`config.mk`:
```
export PLATFORM = sky130hd
export DESIGN_NAME = frame_stream_writer
export DESIGN_NICKNAME = d
export VERILOG_FILES = /design/src/rtl/vga_pkg.sv /design/src/rtl/raster_pos_counter.sv /design/src/rtl/frame_stream_writer.sv
export SDC_FILE = /design/constraint.sdc
export NUM_CORES = 1
export LEC_CHECK = 0
export BUFFER_PORTS_ARGS = -buffer_cell sky130_fd_sc_hd__buf_4
export CORE_UTILIZATION = 40
export CTS_CLUSTER_SIZE = 14
export DETAILED_ROUTE_END_ITERATION = 16
export PLACE_DENSITY = 0.74
export SYNTH_ARGS = -nofsm -noshare
export SYNTH_HDL_FRONTEND = slang
export SYNTH_SLANG_ARGS = --single-unit
```
`constraint.sdc`:
```
create_clock -name clk -period 2.7 [get_ports clk]
set_input_delay 0.54 -clock clk [delete_from_list [all_inputs] [get_ports clk]]
set_output_delay 0.54 -clock clk [all_outputs]
set_load 0.02 [all_outputs]
```
`src/rtl/vga_pkg.sv`:
```
// vga_pkg: shared pixel-stream types and default geometry
package vga_pkg;
    localparam int default_x_bits   = 3;
    localparam int default_y_bits   = 3;
    localparam int default_pix_bits = 4;
    typedef enum logic [1:0] {IDLE, WAIT_SOF, ACTIVE, DONE} wr_state_t;
endpackage

```
`src/rtl/raster_pos_counter.sv`:
```
// raster_pos_counter: x/y raster position with wrap at the frame bounds
module raster_pos_counter
    import vga_pkg::*;
#(
    parameter int x_bits = default_x_bits,
    parameter int y_bits = default_y_bits
) (
    input  logic              clk,
    input  logic              reset,
    input  logic              clear,
    input  logic              en,
    input  logic [x_bits:0]   width,
    input  logic [y_bits:0]   height,
    output logic [x_bits-1:0] x,
    output logic [y_bits-1:0] y,
    output logic              line_end,
    output logic              last
);
    assign line_end = {1'b0, x} == width - (x_bits + 1)'(1);
    assign last     = line_end && ({1'b0, y} == height - (y_bits + 1)'(1));

    // advance one pixel per enable; the last pixel of the frame wraps both axes to 0
    always_ff @(posedge clk) begin
        if (reset || clear) begin
            x <= '0;
            y <= '0;
        end else if (en) begin
            x <= line_end ? '0 : x + x_bits'(1);
            y <= last ? '0 : (line_end ? y + y_bits'(1) : y);
        end
    end
endmodule

```
`src/rtl/frame_stream_writer.sv`:
```
// frame_stream_writer: raster pixel stream sink writing pixels to frame memory
module frame_stream_writer
    import vga_pkg::*;
#(
    parameter int x_bits   = default_x_bits,
    parameter int y_bits   = default_y_bits,
    parameter int pix_bits = default_pix_bits
) (
    input  logic                     clk,
    input  logic                     reset,
    input  logic [x_bits:0]          width,
    input  logic [y_bits:0]          height,
    input  logic                     start,
    input  logic                     s_valid,
    output logic                     s_ready,
    input  logic [pix_bits-1:0]      s_data,
    input  logic                     s_sof,
    input  logic                     s_eol,
    output logic                     wr_en,
    output logic [x_bits+y_bits-1:0] wr_addr,
    output logic [pix_bits-1:0]      wr_data,
    output logic [x_bits-1:0]        x,
    output logic [y_bits-1:0]        y,
    output logic                     busy,
    output logic                     frame_done,
    output logic                     err
);
    localparam int addr_bits = x_bits + y_bits;

    wr_state_t             state, state_n;
    logic [x_bits:0]       width_l;
    logic [y_bits:0]       height_l;
    logic                  transfer, write, err_n, cnt_en, cnt_clr, latch;
    logic                  line_end, last;
    logic [addr_bits-1:0]  addr;

    assign s_ready    = state == WAIT_SOF || state == ACTIVE;
    assign busy       = s_ready;
    assign frame_done = state == DONE;
    assign transfer   = s_valid && s_ready;
    assign addr       = addr_bits'(y) * addr_bits'(width_l) + addr_bits'(x);

    raster_pos_counter #(.x_bits(x_bits), .y_bits(y_bits)) u_pos (
        .clk      (clk),
        .reset    (reset),
        .clear    (cnt_clr),
        .en       (cnt_en),
        .width    (width_l),
        .height   (height_l),
        .x        (x),
        .y        (y),
        .line_end (line_end),
        .last     (last)
    );

    // state, sticky error, latched dimensions and registered write port
    always_ff @(posedge clk) begin
        if (reset) begin
            state    <= IDLE;
            err      <= 1'b0;
            width_l  <= '0;
            height_l <= '0;
            wr_en    <= 1'b0;
            wr_addr  <= '0;
            wr_data  <= '0;
        end else begin
            state <= state_n;
            err   <= err_n;
            wr_en <= write;
            if (latch) begin
                width_l  <= width;
                height_l <= height;
            end
            if (write) begin
                wr_addr <= addr;
                wr_data <= s_data;
            end
        end
    end

    // next state, framing checks and position counter control
    always_comb begin
        state_n = state;
        write   = 1'b0;
        err_n   = err;
        cnt_en  = 1'b0;
        cnt_clr = 1'b0;
        latch   = 1'b0;
        case (state)
            IDLE: begin
                if (start && width != '0 && height != '0) begin
                    latch   = 1'b1;
                    err_n   = 1'b0;
                    cnt_clr = 1'b1;
                    state_n = WAIT_SOF;
                end else if (start) begin
                    err_n = 1'b1;
                end
            end
            WAIT_SOF: begin
                if (transfer && s_sof) begin
                    write   = 1'b1;
                    cnt_en  = 1'b1;
                    state_n = last ? DONE : ACTIVE;
                end
            end
            ACTIVE: begin
                if (transfer && s_sof) begin
                    err_n   = 1'b1;
                    cnt_clr = 1'b1;
                    state_n = WAIT_SOF;
                end else if (transfer) begin
                    write   = 1'b1;
                    cnt_en  = 1'b1;
                    err_n   = err || (s_eol != line_end);
                    state_n = last ? DONE : ACTIVE;
                end
            end
            default: state_n = IDLE;
        endcase
    end
endmodule
```
Yosys cells after proc, flatten, opt, wreduce, memory -nomap -nowiden. Cells that the tools add are included.

Register bits after elaboration: 28. Input bits: 18. Word-level logic and storage cells: 62.

Add/sub/neg operators: 5. Multiply operators: 1. Eq/ne operators: 10. Mux-type cells: 21. Reductions and logical operators: 16.

Operators by type and width (count): $mux W1 (10); $mux W3 (3); $eq A3 B4 Y1 (2); $mux W2 (4); $reduce_bool A4 Y1 (2); $sub A4 B1 Y4 const B (2); $add A3 B1 Y3 const B (2); $add A6 B3 Y6 (1); $mul A3 B4 Y6 (1); $pmux W1 S2 (3); $pmux W2 S3 (1); $reduce_and A3 Y1 (2); $logic_and A1 B1 Y1 (5); $eq A2 B2 Y1 const B (2); $reduce_bool A2 Y1 (2); $logic_or A1 B1 Y1 (3); $ne A3 B2 Y1 const B (1); $ne A3 B3 Y1 const B (1); $eq A2 B1 Y1 const B (1); $logic_not A2 Y1 (1); $ne A2 B1 Y1 const B (1); $ne A2 B2 Y1 const B (1); $reduce_and A2 Y1 (1); $ne A1 B1 Y1 (1).

Longest topological paths before layout.
Depth in word-level cells: 7. Mapped depth: 11. Mapped depth without buffers: 11.

Modules after synthesis. Synthesis repeated with hierarchy kept, for this count alone.

Cells, all modules: 213. Area, all modules: 1868.0 um2.

Modules (own cells, without submodules): frame_stream_writer (times used 1, cells each 153, area each 1355.0 um2); raster_pos_counter (times used 1, cells each 60, area each 513.0 um2).

Least setup slack after synthesis. OpenSTA, ideal clock, no wires.

Kind: register to register. Start point: reg u_pos.y[2]. End point: reg wr_addr[5]. Library setup time: 0.071 ns. Arrival: 2.778 ns. Data required time: 2.629 ns. Setup slack: -0.148 ns. Cell stages (with the launch flop): 12. Buffers on the path: 0. Path through: dfxtp_1 -> nand2_1 -> fa_1 -> inv_1 -> fa_1 -> inv_1 -> fa_1 -> nor2b_1 -> o21a_1 -> nor3_1 -> nand3b_1 -> a21oi_1.

Word-level cells in the longest chain between the ends: 2.

RTL lines: start, declared (line raster_pos_counter.sv:15) `output logic [y_bits-1:0] y,`; start signal, assigned (line raster_pos_counter.sv:29) `y <= last ? '0 : (line_end ? y + y_bits'(1) : y);`; $mul A3 B4 Y6 (line frame_stream_writer.sv:41) `assign addr = addr_bits'(y) * addr_bits'(width_l) + addr_bits'(x);`; $add A6 B3 Y6 (line frame_stream_writer.sv:41); end signal, assigned (line frame_stream_writer.sv:75) `wr_addr <= addr;`; end, declared (line frame_stream_writer.sv:20) `output logic [x_bits+y_bits-1:0] wr_addr,`.

No other way between the ends. A chain may end at the register's enable or synchronous reset.

Worst setup path in the final report.
Start point: reg width_l[1]. End point: reg wr_addr[5].

Word-level cells in the longest chain between the ends: 2.

RTL lines: start, declared (line frame_stream_writer.sv:31) `logic [x_bits:0] width_l;`; start signal, assigned (line frame_stream_writer.sv:71) `width_l <= width;`; $mul A3 B4 Y6 (line frame_stream_writer.sv:41); $add A6 B3 Y6 (line frame_stream_writer.sv:41).

No other way between the ends.

==> metrics.log <==
INFO  metric run_status = complete, no violations
INFO  metric ioPinCount = 39
INFO  metric htree_num_levels = 1
INFO  metric timing.final.setup_violations = 0
INFO  metric synth_top_area_share = 30.0%
INFO  metric fp.coreArea = 4410 µm²
INFO  metric post_synth_inst_count = 197
INFO  metric grt_antenna_before_repair = 0
INFO  metric sequential_cell_area_fraction_in_the_yosys_report = 30.0%
INFO  metric ys_seq_elements = 28
INFO  metric postLayoutSetupSlackWorst = 0.135 ns
INFO  metric cts_max_path_buffers = 2
INFO  metric die_w = 70.3 µm
INFO  metric fin_setup_tns = 0 ns
INFO  metric multiInputGateArea = 1220 µm²
INFO  metric yosys_warnings = 0
INFO  metric fin_area = 2320 µm²
INFO  metric reg2reg_slack = 0.14 ns
INFO  metric num_vias = 1471
INFO  metric worst_setup_path_end_kind = flip-flop
INFO  metric n_antenna_cell = 0
INFO  metric slew_viol_final = 0
INFO  metric cts-root-buf = clkbuf_8
INFO  metric seq_area = 569 µm²
INFO  metric clk_latency = 0.28 ns
INFO  metric viasPerCell = 5.02
INFO  metric synth-edff-count = 0
INFO  metric setup.worst_path.start_class = flip-flop
INFO  metric post_dp_cell_area = 2230 µm²
INFO  metric drt_pass1_iterations = 4
INFO  metric ys_dominant_reg_cell = dfxtp_1
INFO  metric worst_ir_drop_vdd = 0.242 mV
INFO  metric p_leak = 1.09 nW
INFO  metric dp.final_hpwl = 2.87 mm
INFO  metric nFillCells = 393
INFO  metric timing.critical_path.arrival = 2.78 ns
INFO  metric grt_pass1_wl = 6.55 mm
INFO  metric fin_crit = 2.56 ns
INFO  metric grt_util_all_layers = 16.5%
INFO  metric min_path_type = in2reg
INFO  metric wl_per_cell = 13.0 µm
INFO  metric synth_top_cells_by_area = dfxtp_1, ha_1, mux2i_1, nor2_1, fa_1
INFO  metric power.density = 632 nW/µm²
INFO  metric synth_area_leader_cell = dfxtp_1
INFO  metric rr_startpoint = width_l[1]$_SDFFE_PP0N_
INFO  metric final_hold_viol_count = 0
INFO  metric finish.cell_count_without_fillers = 293
INFO  metric postSynthAreaPerCell = 9.48 µm²
INFO  metric gpl_congestion = 0.912
INFO  metric yosysUniqueCellTypes = 43
INFO  metric grt-ovfl-total = 0
INFO  metric post-route-period-util = 95.0%
INFO  metric rsz_0062_raised_after_global_routing = false
INFO  metric most-common-layout-cells = buf_4, nor2_1, dfxtp_1
INFO  metric cell_area_after_synthesis = 1870 µm²
INFO  metric cts_tree = built
INFO  metric post-route-drc-count = 0
INFO  metric finalNetCount = 282
INFO  metric number_of_buffers_created_by_cts = 3
INFO  metric grt_start_max_net_pins = 26
INFO  metric design.die.area = 4940 µm²
INFO  metric first_global_vias = 1437
INFO  metric hold-path-cell-count = 3
INFO  metric worstMarginPinSlew = 0.530 ns
INFO  metric area_growth = 24.3%
INFO  metric timing.slew.headroom = 63.7%
INFO  metric dieHeight = 70.3 µm
INFO  metric drtIter0Drc = 26
INFO  metric synth.net_count = 237
INFO  metric initial_utilization = 42.3%
INFO  metric dpl.cell_count = 288
INFO  metric fmaxAchievable = 0.390 GHz
INFO  metric rows = 24
INFO  metric post_cts_hold_buffer_count = 0
INFO  metric layout_commonest_cell = buf_4
INFO  metric port_buffers = 38
INFO  metric worst_setup_hold_path_clk_slew = 0.10 ns
INFO  metric max_cap_viol_count = 0
INFO  metric tritoncts_num_sinks = 28
INFO  metric finalClockSkew = 0.00178 ns
INFO  metric cp_max_fo = 2
INFO  metric drive_above_1_share = 28.2%
INFO  metric worstHoldEndpoint = wr_data[1]$_SDFFE_PP0P_
INFO  metric reg2reg_end = wr_addr[5]$_SDFFE_PP0P_
INFO  metric hp-start = s_data[1]
INFO  metric postRouteAntennaNets = 0
INFO  metric worst-r2r-cell-count = 11
INFO  metric synthArstFlopShare = 0%
INFO  metric final_core_util = 52.6%
INFO  metric routed_wl = 3.81 mm
INFO  metric critical_path_required = 2.92 ns
INFO  metric place_ws = -0.0178 ns
INFO  metric critical_path_class = reg2reg
[metal layers]
metal | vias to the layer above | track usage (%) | wire [µm]
li1 | 760 | - | -
met1 | 675 | 20.2 | 1750
met2 | 30 | 28.1 | 1850
met3 | 6 | 3.03 | 141
met4 | 0 | 6.67 | 62
met5 | - | 0 | 0
[power by group]
part	internal, mW	switching [mW]
clock network	0.199	0.140
logic	0.272	0.342
registers	0.467	0.0469
total	0.937	0.530
[cell type report]
class | instances | share of cell area [%]
Clock buffer | 3 | 1.78
Clock inverter | 1 | 1.29
Inverter | 14 | 2.26
Multi-Input combinational cell | 149 | 52.5
Sequential cell | 28 | 24.5
Tap cell | 52 | 2.80
Timing Repair Buffer | 46 | 14.9
[sequential cells by signal (all words and copies together) (netlist names)]
signal / flops
height_l: 4
wr_en: 1
err: 1
u_pos.y: 3
wr_data: 4
u_pos.x: 3
state: 2
wr_addr: 6
width_l: 4
[metrics by stage]
stage	total power [mW]	hold slack, ns
4_1_cts	1.47	0.496
6_report	1.47	0.492
3_5_place_dp	1.13	0.486
2_1_floorplan	0.991	0.493
3_3_place_gp	1.13	0.474
5_1_grt	1.56	0.504
[how the worst max path moves through the flow]
stage,from,end,cells past startpoint
floorplan,u_pos.y[1]$_SDFFE_PP0P_,wr_addr[5]$_SDFFE_PP0P_,11
global placement,u_pos.y[2]$_SDFFE_PP0P_,wr_addr[5]$_SDFFE_PP0P_,11
detailed placement,width_l[0]$_SDFFE_PP0N_,wr_addr[5]$_SDFFE_PP0P_,11
CTS,u_pos.y[2]$_SDFFE_PP0P_,wr_addr[5]$_SDFFE_PP0P_,11
global route,width_l[0]$_SDFFE_PP0N_,wr_addr[5]$_SDFFE_PP0P_,13
finish,width_l[1]$_SDFFE_PP0N_,wr_addr[5]$_SDFFE_PP0P_,11
[worst max-delay path, cell delays in order (launching register included)]
cell and delay, ns:
dfxtp_1 0.35, nand2_1 0.09, fa_1 0.52, inv_1 0.05, fa_1 0.51, inv_1 0.06, fa_2 0.35, nor2b_1 0.12
o21a_1 0.14, nor3_1 0.04, nand3b_1 0.15, a21oi_1 0.12
[synth_stat cells, types with 2 or more instances]
library cell	count
xnor2_1	7
a21oi_1	6
a211oi_1	5
fa_1	4
dfxtp_1	28
clkbuf_1	3
and2_1	6
nor3_1	8
ha_1	18
nand2_1	10
o21ai_0	3
or4_4	2
mux2i_1	20
nand2b_1	4
nor2_1	25
a21o_1	2
xor2_1	6
inv_1	14
nand3b_1	2
[cells by family after synthesis]
logic type,count (synthesis),synth area share [%]
AO/OA/AOI/OAI,22,7.71
XOR/XNOR,14,7.31
adder cells (fa/ha/maj),22,16.4
buffers and inverters,20,5.16
flip-flops,28,30.0
multiplexers,20,10.7
AND/OR/NAND/NOR,71,22.7
[repair_timing]
action,4_1_cts,5_1_grt
pin swaps,0,6
gates resized for setup,2,3
setup buffers,0,1
setup endpoints to repair,1,2
No activity file was read; power rests on OpenSTA's default activity.
